### src/rtl/carfield_regbus_map_pkg.sv
// Carfield RegBus peripheral map: target indices, region bases/sizes, demux FSM states.
// Latency: n/a (declarations only).
// Backpressure: n/a.
package carfield_regbus_map_pkg;

  // 64-bit platform address/config word, as used by the platform configuration constants.
  typedef logic [63:0] doub_bt;

  localparam int unsigned NumTargets = 4;

  typedef enum logic [1:0] {
    TgtPcrs     = 2'd0,
    TgtPll      = 2'd1,
    TgtPadframe = 2'd2,
    TgtL2Ecc    = 2'd3
  } tgt_idx_e;

  localparam doub_bt PcrsBase     = 64'h0000_0000_2001_0000;
  localparam doub_bt PllBase      = 64'h0000_0000_2002_0000;
  localparam doub_bt PadframeBase = 64'h0000_0000_200A_0000;
  localparam doub_bt L2EccBase    = 64'h0000_0000_200B_0000;
  localparam doub_bt RegionSize   = 64'h0000_0000_0000_1000;

  // Indexed by tgt_idx_e.
  localparam doub_bt TgtBase [NumTargets] = '{PcrsBase, PllBase, PadframeBase, L2EccBase};
  localparam doub_bt TgtSize [NumTargets] = '{RegionSize, RegionSize, RegionSize, RegionSize};

  typedef enum logic [1:0] {
    StIdle   = 2'd0,
    StAccess = 2'd1,
    StResp   = 2'd2
  } state_e;

endpackage

### src/rtl/carfield_regbus_addr_decode.sv
// Combinational address decoder for the RegBus peripheral region.
// Latency: 0 cycles (pure combinational).
// Backpressure: none; output follows addr/enable every cycle.
// Ports: addr (absolute), en (per-target enable) -> hit, idx (target), offset (addr - base).
module carfield_regbus_addr_decode
  import carfield_regbus_map_pkg::*;
#(
  parameter int unsigned AddrWidth = 48
) (
  input  logic [AddrWidth-1:0]  addr,
  input  logic [NumTargets-1:0] en,
  output logic                  hit,
  output tgt_idx_e              idx,
  output logic [AddrWidth-1:0]  offset
);

  always_comb begin
    hit    = 1'b0;
    idx    = TgtPcrs;
    offset = '0;
    // Regions do not overlap, so first-match priority only matters for robustness.
    for (int unsigned i = 0; i < NumTargets; i++) begin
      if (!hit && en[i] &&
          (addr >= AddrWidth'(TgtBase[i])) &&
          (addr <  AddrWidth'(TgtBase[i] + TgtSize[i]))) begin
        hit    = 1'b1;
        idx    = tgt_idx_e'(i);
        offset = addr - AddrWidth'(TgtBase[i]);
      end
    end
  end

endmodule

### src/rtl/carfield_regbus_periph_demux.sv
// Single-outstanding RegBus demux onto PCRS/PLL/Padframe/L2Ecc register files.
// Latency: accept at cycle 0, target select at cycle 1, response at cycle 2 minimum.
// Backpressure: one access in flight; req_ready_o low from accept until the response is consumed.
// Ports: req_* upstream request, rsp_* upstream response, tgt_* per-target request/response,
//        timeout_o abort pulse, err_count_o saturating count of decode misses plus timeouts.
module carfield_regbus_periph_demux #(
  parameter int unsigned                 AddrWidth     = 48,
  parameter int unsigned                 DataWidth     = 32,
  parameter int unsigned                 NumTargets    = carfield_regbus_map_pkg::NumTargets,
  parameter logic [NumTargets-1:0]       TargetEnable  = 4'b1111,
  parameter int unsigned                 TimeoutCycles = 255
) (
  input  logic                              clk_i,
  input  logic                              rst_i,
  input  logic                              req_valid_i,
  output logic                              req_ready_o,
  input  logic [AddrWidth-1:0]              req_addr_i,
  input  logic                              req_write_i,
  input  logic [DataWidth-1:0]              req_wdata_i,
  input  logic [DataWidth/8-1:0]            req_wstrb_i,
  output logic                              rsp_valid_o,
  input  logic                              rsp_ready_i,
  output logic [DataWidth-1:0]              rsp_rdata_o,
  output logic                              rsp_error_o,
  output logic [NumTargets-1:0]             tgt_valid_o,
  output logic [AddrWidth-1:0]              tgt_addr_o,
  output logic                              tgt_write_o,
  output logic [DataWidth-1:0]              tgt_wdata_o,
  output logic [DataWidth/8-1:0]            tgt_wstrb_o,
  input  logic [NumTargets-1:0]             tgt_ready_i,
  input  logic [NumTargets*DataWidth-1:0]   tgt_rdata_i,
  input  logic [NumTargets-1:0]             tgt_error_i,
  output logic                              timeout_o,
  output logic [15:0]                       err_count_o
);

  import carfield_regbus_map_pkg::*;

  state_e         state_q;
  tgt_idx_e       sel_q;
  logic [15:0]    to_cnt_q;

  logic                 dec_hit;
  tgt_idx_e             dec_idx;
  logic [AddrWidth-1:0] dec_offset;

  logic                 sel_ready;
  logic                 sel_error;
  logic [DataWidth-1:0] sel_rdata;
  logic                 to_expire;

  carfield_regbus_addr_decode #(
    .AddrWidth (AddrWidth)
  ) i_addr_decode (
    .addr   (req_addr_i),
    .en     (TargetEnable),
    .hit    (dec_hit),
    .idx    (dec_idx),
    .offset (dec_offset)
  );

  // Only the selected target's handshake is observed; other ready/error bits are don't-care.
  assign sel_ready = tgt_ready_i[sel_q];
  assign sel_error = tgt_error_i[sel_q];
  assign sel_rdata = tgt_rdata_i[int'(sel_q)*DataWidth +: DataWidth];

  assign to_expire = (TimeoutCycles != 0) && (to_cnt_q == 16'(TimeoutCycles));

  // Combinational so the pulse lines up with the ACCESS cycle that aborts;
  // a same-cycle ready suppresses it.
  assign timeout_o = (state_q == StAccess) && !sel_ready && to_expire;

  always_ff @(posedge clk_i or posedge rst_i) begin
    if (rst_i) begin
      state_q     <= StIdle;
      sel_q       <= TgtPcrs;
      to_cnt_q    <= '0;
      req_ready_o <= 1'b1;
      rsp_valid_o <= 1'b0;
      rsp_rdata_o <= '0;
      rsp_error_o <= 1'b0;
      tgt_valid_o <= '0;
      tgt_addr_o  <= '0;
      tgt_write_o <= 1'b0;
      tgt_wdata_o <= '0;
      tgt_wstrb_o <= '0;
      err_count_o <= '0;
    end else begin
      case (state_q)
        StIdle: begin
          if (req_valid_i) begin
            req_ready_o <= 1'b0;
            tgt_addr_o  <= dec_offset;
            tgt_write_o <= req_write_i;
            tgt_wdata_o <= req_wdata_i;
            tgt_wstrb_o <= req_wstrb_i;
            sel_q       <= dec_idx;
            to_cnt_q    <= '0;
            if (dec_hit) begin
              state_q     <= StAccess;
              tgt_valid_o <= NumTargets'(1) << dec_idx;
            end else begin
              state_q     <= StResp;
              rsp_valid_o <= 1'b1;
              rsp_rdata_o <= '0;
              rsp_error_o <= 1'b1;
              if (err_count_o != 16'hFFFF) err_count_o <= err_count_o + 16'd1;
            end
          end
        end

        StAccess: begin
          if (sel_ready) begin
            state_q     <= StResp;
            tgt_valid_o <= '0;
            rsp_valid_o <= 1'b1;
            // Writes never return target data.
            rsp_rdata_o <= tgt_write_o ? '0 : sel_rdata;
            rsp_error_o <= sel_error;
          end else if (to_expire) begin
            state_q     <= StResp;
            tgt_valid_o <= '0;
            rsp_valid_o <= 1'b1;
            rsp_rdata_o <= '0;
            rsp_error_o <= 1'b1;
            if (err_count_o != 16'hFFFF) err_count_o <= err_count_o + 16'd1;
          end else if (TimeoutCycles != 0) begin
            to_cnt_q <= to_cnt_q + 16'd1;
          end
        end

        StResp: begin
          if (rsp_ready_i) begin
            state_q     <= StIdle;
            rsp_valid_o <= 1'b0;
            req_ready_o <= 1'b1;
          end
        end

        default: begin
          state_q     <= StIdle;
          tgt_valid_o <= '0;
          rsp_valid_o <= 1'b0;
          req_ready_o <= 1'b1;
        end
      endcase
    end
  end

endmodule
### config.mk
export PLATFORM = sky130hd
export DESIGN_NAME = carfield_regbus_periph_demux
export DESIGN_NICKNAME = d
export VERILOG_FILES = /design/src/rtl/carfield_regbus_map_pkg.sv /design/src/rtl/carfield_regbus_addr_decode.sv /design/src/rtl/carfield_regbus_periph_demux.sv
export SDC_FILE = /design/constraint.sdc
export NUM_CORES = 1
export LEC_CHECK = 0
export CORE_ASPECT_RATIO = 0.5
export CORE_MARGIN = 2
export CORE_UTILIZATION = 45
export CTS_CLUSTER_DIAMETER = 150
export CTS_CLUSTER_SIZE = 25
export DETAILED_ROUTE_END_ITERATION = 10
export DONT_BUFFER_PORTS = 1
export PLACE_DENSITY_LB_ADDON = 0.15
export SLEW_MARGIN = 15
export SYNTH_ARGS = -nofsm -noshare
export SYNTH_HDL_FRONTEND = slang
export SYNTH_SLANG_ARGS = --single-unit
### constraint.sdc
create_clock -name clk_i -period 5.67 [get_ports clk_i]
set_input_delay 1.134 -clock clk_i [delete_from_list [all_inputs] [get_ports clk_i]]
set_output_delay 1.134 -clock clk_i [all_outputs]
set_load 0.05 [all_outputs]
==> impl_metrics.ini <==
[synth]
syn_area_per_cell_sq_um = 10.7
ys_types = 64
async_flop_share_pct = 100
syn-cell-area_sq_um = 7910
yosys-top-cells-count = 181 x nand2_1, 159 x dfrtp_1, 50 x nor2_1
yosysTopAreaCellShare_pct = 50.3
yosysSeqAreaShare_pct = 50.7
ys.flop_type = dfrtp_1
synth_edf_count = 0
netlist_top_cells_area = dfrtp_1 50%, mux4_2 9.4%, nand2_1 8.6%, a22o_1 3.7%, nor2_1 2.4%
syn_nets = 975
ys.warnings.count = 0
ys_ff_latch = 160
syn_inst = 741
synth_most_common_cell = nand2_1
synth.largest_area_cell = dfrtp_1

[cells_and_area]
area_delta_synth_final_pct = 10.8
stdcell_area_sq_um = 8760
num-nets-final = 964
drive_above_1_share_pct = 13.7
fill_cells = 1595
seqCellArea_sq_um = 4010
multi_input_area_sq_um = 3680

[placement]
dp_hpwl_um = 16600
placed_area_sq_um = 8090
port_buffers = 0
gp_congestion = 0.922

[sta]
fin_worst_skew_ns = 0.0126
period_share_pct = 62.7
drv_slew = 0
setup_viol = 0
hold_violations = 0
rsz0062_at_grt = false
relSlewSlack_pct = 32.7
tns_ns = 0
tightestPinTransition_ns = 1.01
period_needed_ns = 3.56
max_freq_mhz = 281

[clock_network]
postCtsResizedCells = 0
clock_path_buffers = 2
cts-root-buf = clkbuf_16
path_clk_slew_ns = 0.07
cts_hold_buf = 0
numCtsBuffers = 17
cts.sinks = 160
cts_tree = done
htreeDepth = 4
clkLatencyLatePin_ns = 0.42
cts_setup_buffers = 0

[pwr]
p_leak_nw = 3.94
peakVddDrop_v = 0.000214
powerDensity_nw_per_um2 = 386

[worst_setup_path]
crit_fanout = 4
critical_path_class = flop to output port
worstPathRequired_ns = 4.54
critPathCaptureType = output port
slowest_delay_ns = 0.58
crit_chain = or4_4 > or4_1 > nor4_2 > buf_4
crit_arrival_ns = 2.42
cpMaxStageDelayCell = or4_4
startpoint_type = flop

[grt]
antenna_found_initial = 7
grt_pass1_wl_um = 34100
grt_pass1_vias = 5777
grt-ovfl-total = 0
grt_usage_pct = 23.9
grt_max_degree = 97

[flow_run]
cap_violations = 0

[drt]
wire_per_inst_um = 22.5
drc = 0
firstDrtPassIters = 4
routed_wl_um = 22100
vias = 5723
via_per_inst = 5.84
drt_iter0_markers = 342
drt.antenna.violating_nets = 0

[worst_hold_path]
min_path_type = flop to flop

[die]
start_util_pct = 45.8
fp.dieArea_sq_um = 18700
placementRows = 34
core_area_sq_um = 17300
io_pins = 366
die_w_um = 191
die_h_um = 97.7

[outcome]
status = complete, no violations
-- cells by family (layout without fill, tap and decap cells) --
logic type,after synthesis,after routing,synth area share (%)
AO/OA/AOI/OAI,98,98,9.64
adder cells (fa/ha/maj),9,9,1.42
XOR/XNOR,29,29,3.21
multiplexers,41,41,10.5
AND/OR/NAND/NOR,354,354,21.5
flip-flops,160,160,50.7
buffers and inverters,50,52,3.04
other,0,3,0
-- sequential cells by signal (all words and copies together) (netlist names) --
name / cells
err_count_o: 16
req_ready_o: 1
rsp_error_o: 1
rsp_rdata_o: 32
rsp_valid_o: 1
sel_q: 2
state_q: 2
tgt_addr_o: 48
tgt_valid_o: 4
tgt_wdata_o: 32
tgt_write_o: 1
tgt_wstrb_o: 4
to_cnt_q: 16
-- per-layer routing --
layer	GRT usage, %	share of wire [%]
met2	36.8	47
met4	6.80	1.3
met5	0	0.25
met3	9.32	9.2
met1	31.6	43
-- cell usage in the layout, fill, tap and decap left out, types with 5 or more instances in the layout --
cell type,synthesis,final
bufinv_16,0,5
nor2_1,50,48
xnor2_1,21,21
mux2_2,5,5
mux4_2,33,33
xor2_1,8,8
o21a_1,17,17
o21ai_0,11,11
a22o_1,33,33
and3_1,17,17
nand2_1,181,180
inv_1,12,11
clkbuf_16,0,17
ha_1,9,9
dfrtp_1,159,158
nand3_1,29,29
and2_1,6,6
or3_1,5,5
nor4_1,12,11
buf_4,1,8
nand4_1,14,14
nor2b_1,5,5
nand3_2,5,5
a21oi_1,8,8
nor3_1,11,11
-- where the power goes --
part           total, mW  internal [mW]  leakage (nW)  switching, mW
combinational      0.280          0.110          1.52          0.170
sequential          1.82           1.26          2.10          0.559
clock               1.29          0.809         0.321          0.479
total               3.39           2.18          3.94           1.21
-- layout make-up --
type,count,area share [%]
Clock buffer,20,5.21
Sequential cell,160,45.7
Timing Repair Buffer,8,0.686
Multi-Input combinational cell,531,42.0
Inverter,12,0.571
Tap cell,234,3.34
Antenna cell,3,0.0857
Clock inverter,12,2.36
-- critical path, delay by kind of cell, from the launching register on --
family | cells | cell delay, ns
buffers and inverters | 1 | 0.25
flip-flops | 1 | 0.42
AND/OR/NAND/NOR | 3 | 1.33
-- worst paths after layout --
check                             from  slack (ns)  cells after the start         endpoint
min                        to_cnt_q[0]        0.52                      1      to_cnt_q[0]
min in group asynchronous        rst_i        0.70                      1  tgt_wdata_o[19]
max                        to_cnt_q[9]        2.11                      4        timeout_o
min reg2reg                to_cnt_q[0]        0.52                      1      to_cnt_q[0]
max reg2reg                   sel_q[0]        2.66                      6   tgt_valid_o[0]
max in group asynchronous        rst_i        3.86                      2   tgt_addr_o[25]
-- per-stage QoR --
stage	util, %	instances	setup WS (ns)	power [mW]	hold WS [ns]
global route	50.7	980	1.97	3.53	0.551
global placement	46.8	945	2.15	2.12	0.485
detailed placement	46.8	945	2.10	2.13	0.512
CTS	50.7	977	2.10	3.42	0.522
floorplan	-	741	0.218	2.04	0.467
finish	50.7	980	2.11	3.39	0.522
Note: power is estimated with default switching activity, not from simulation.
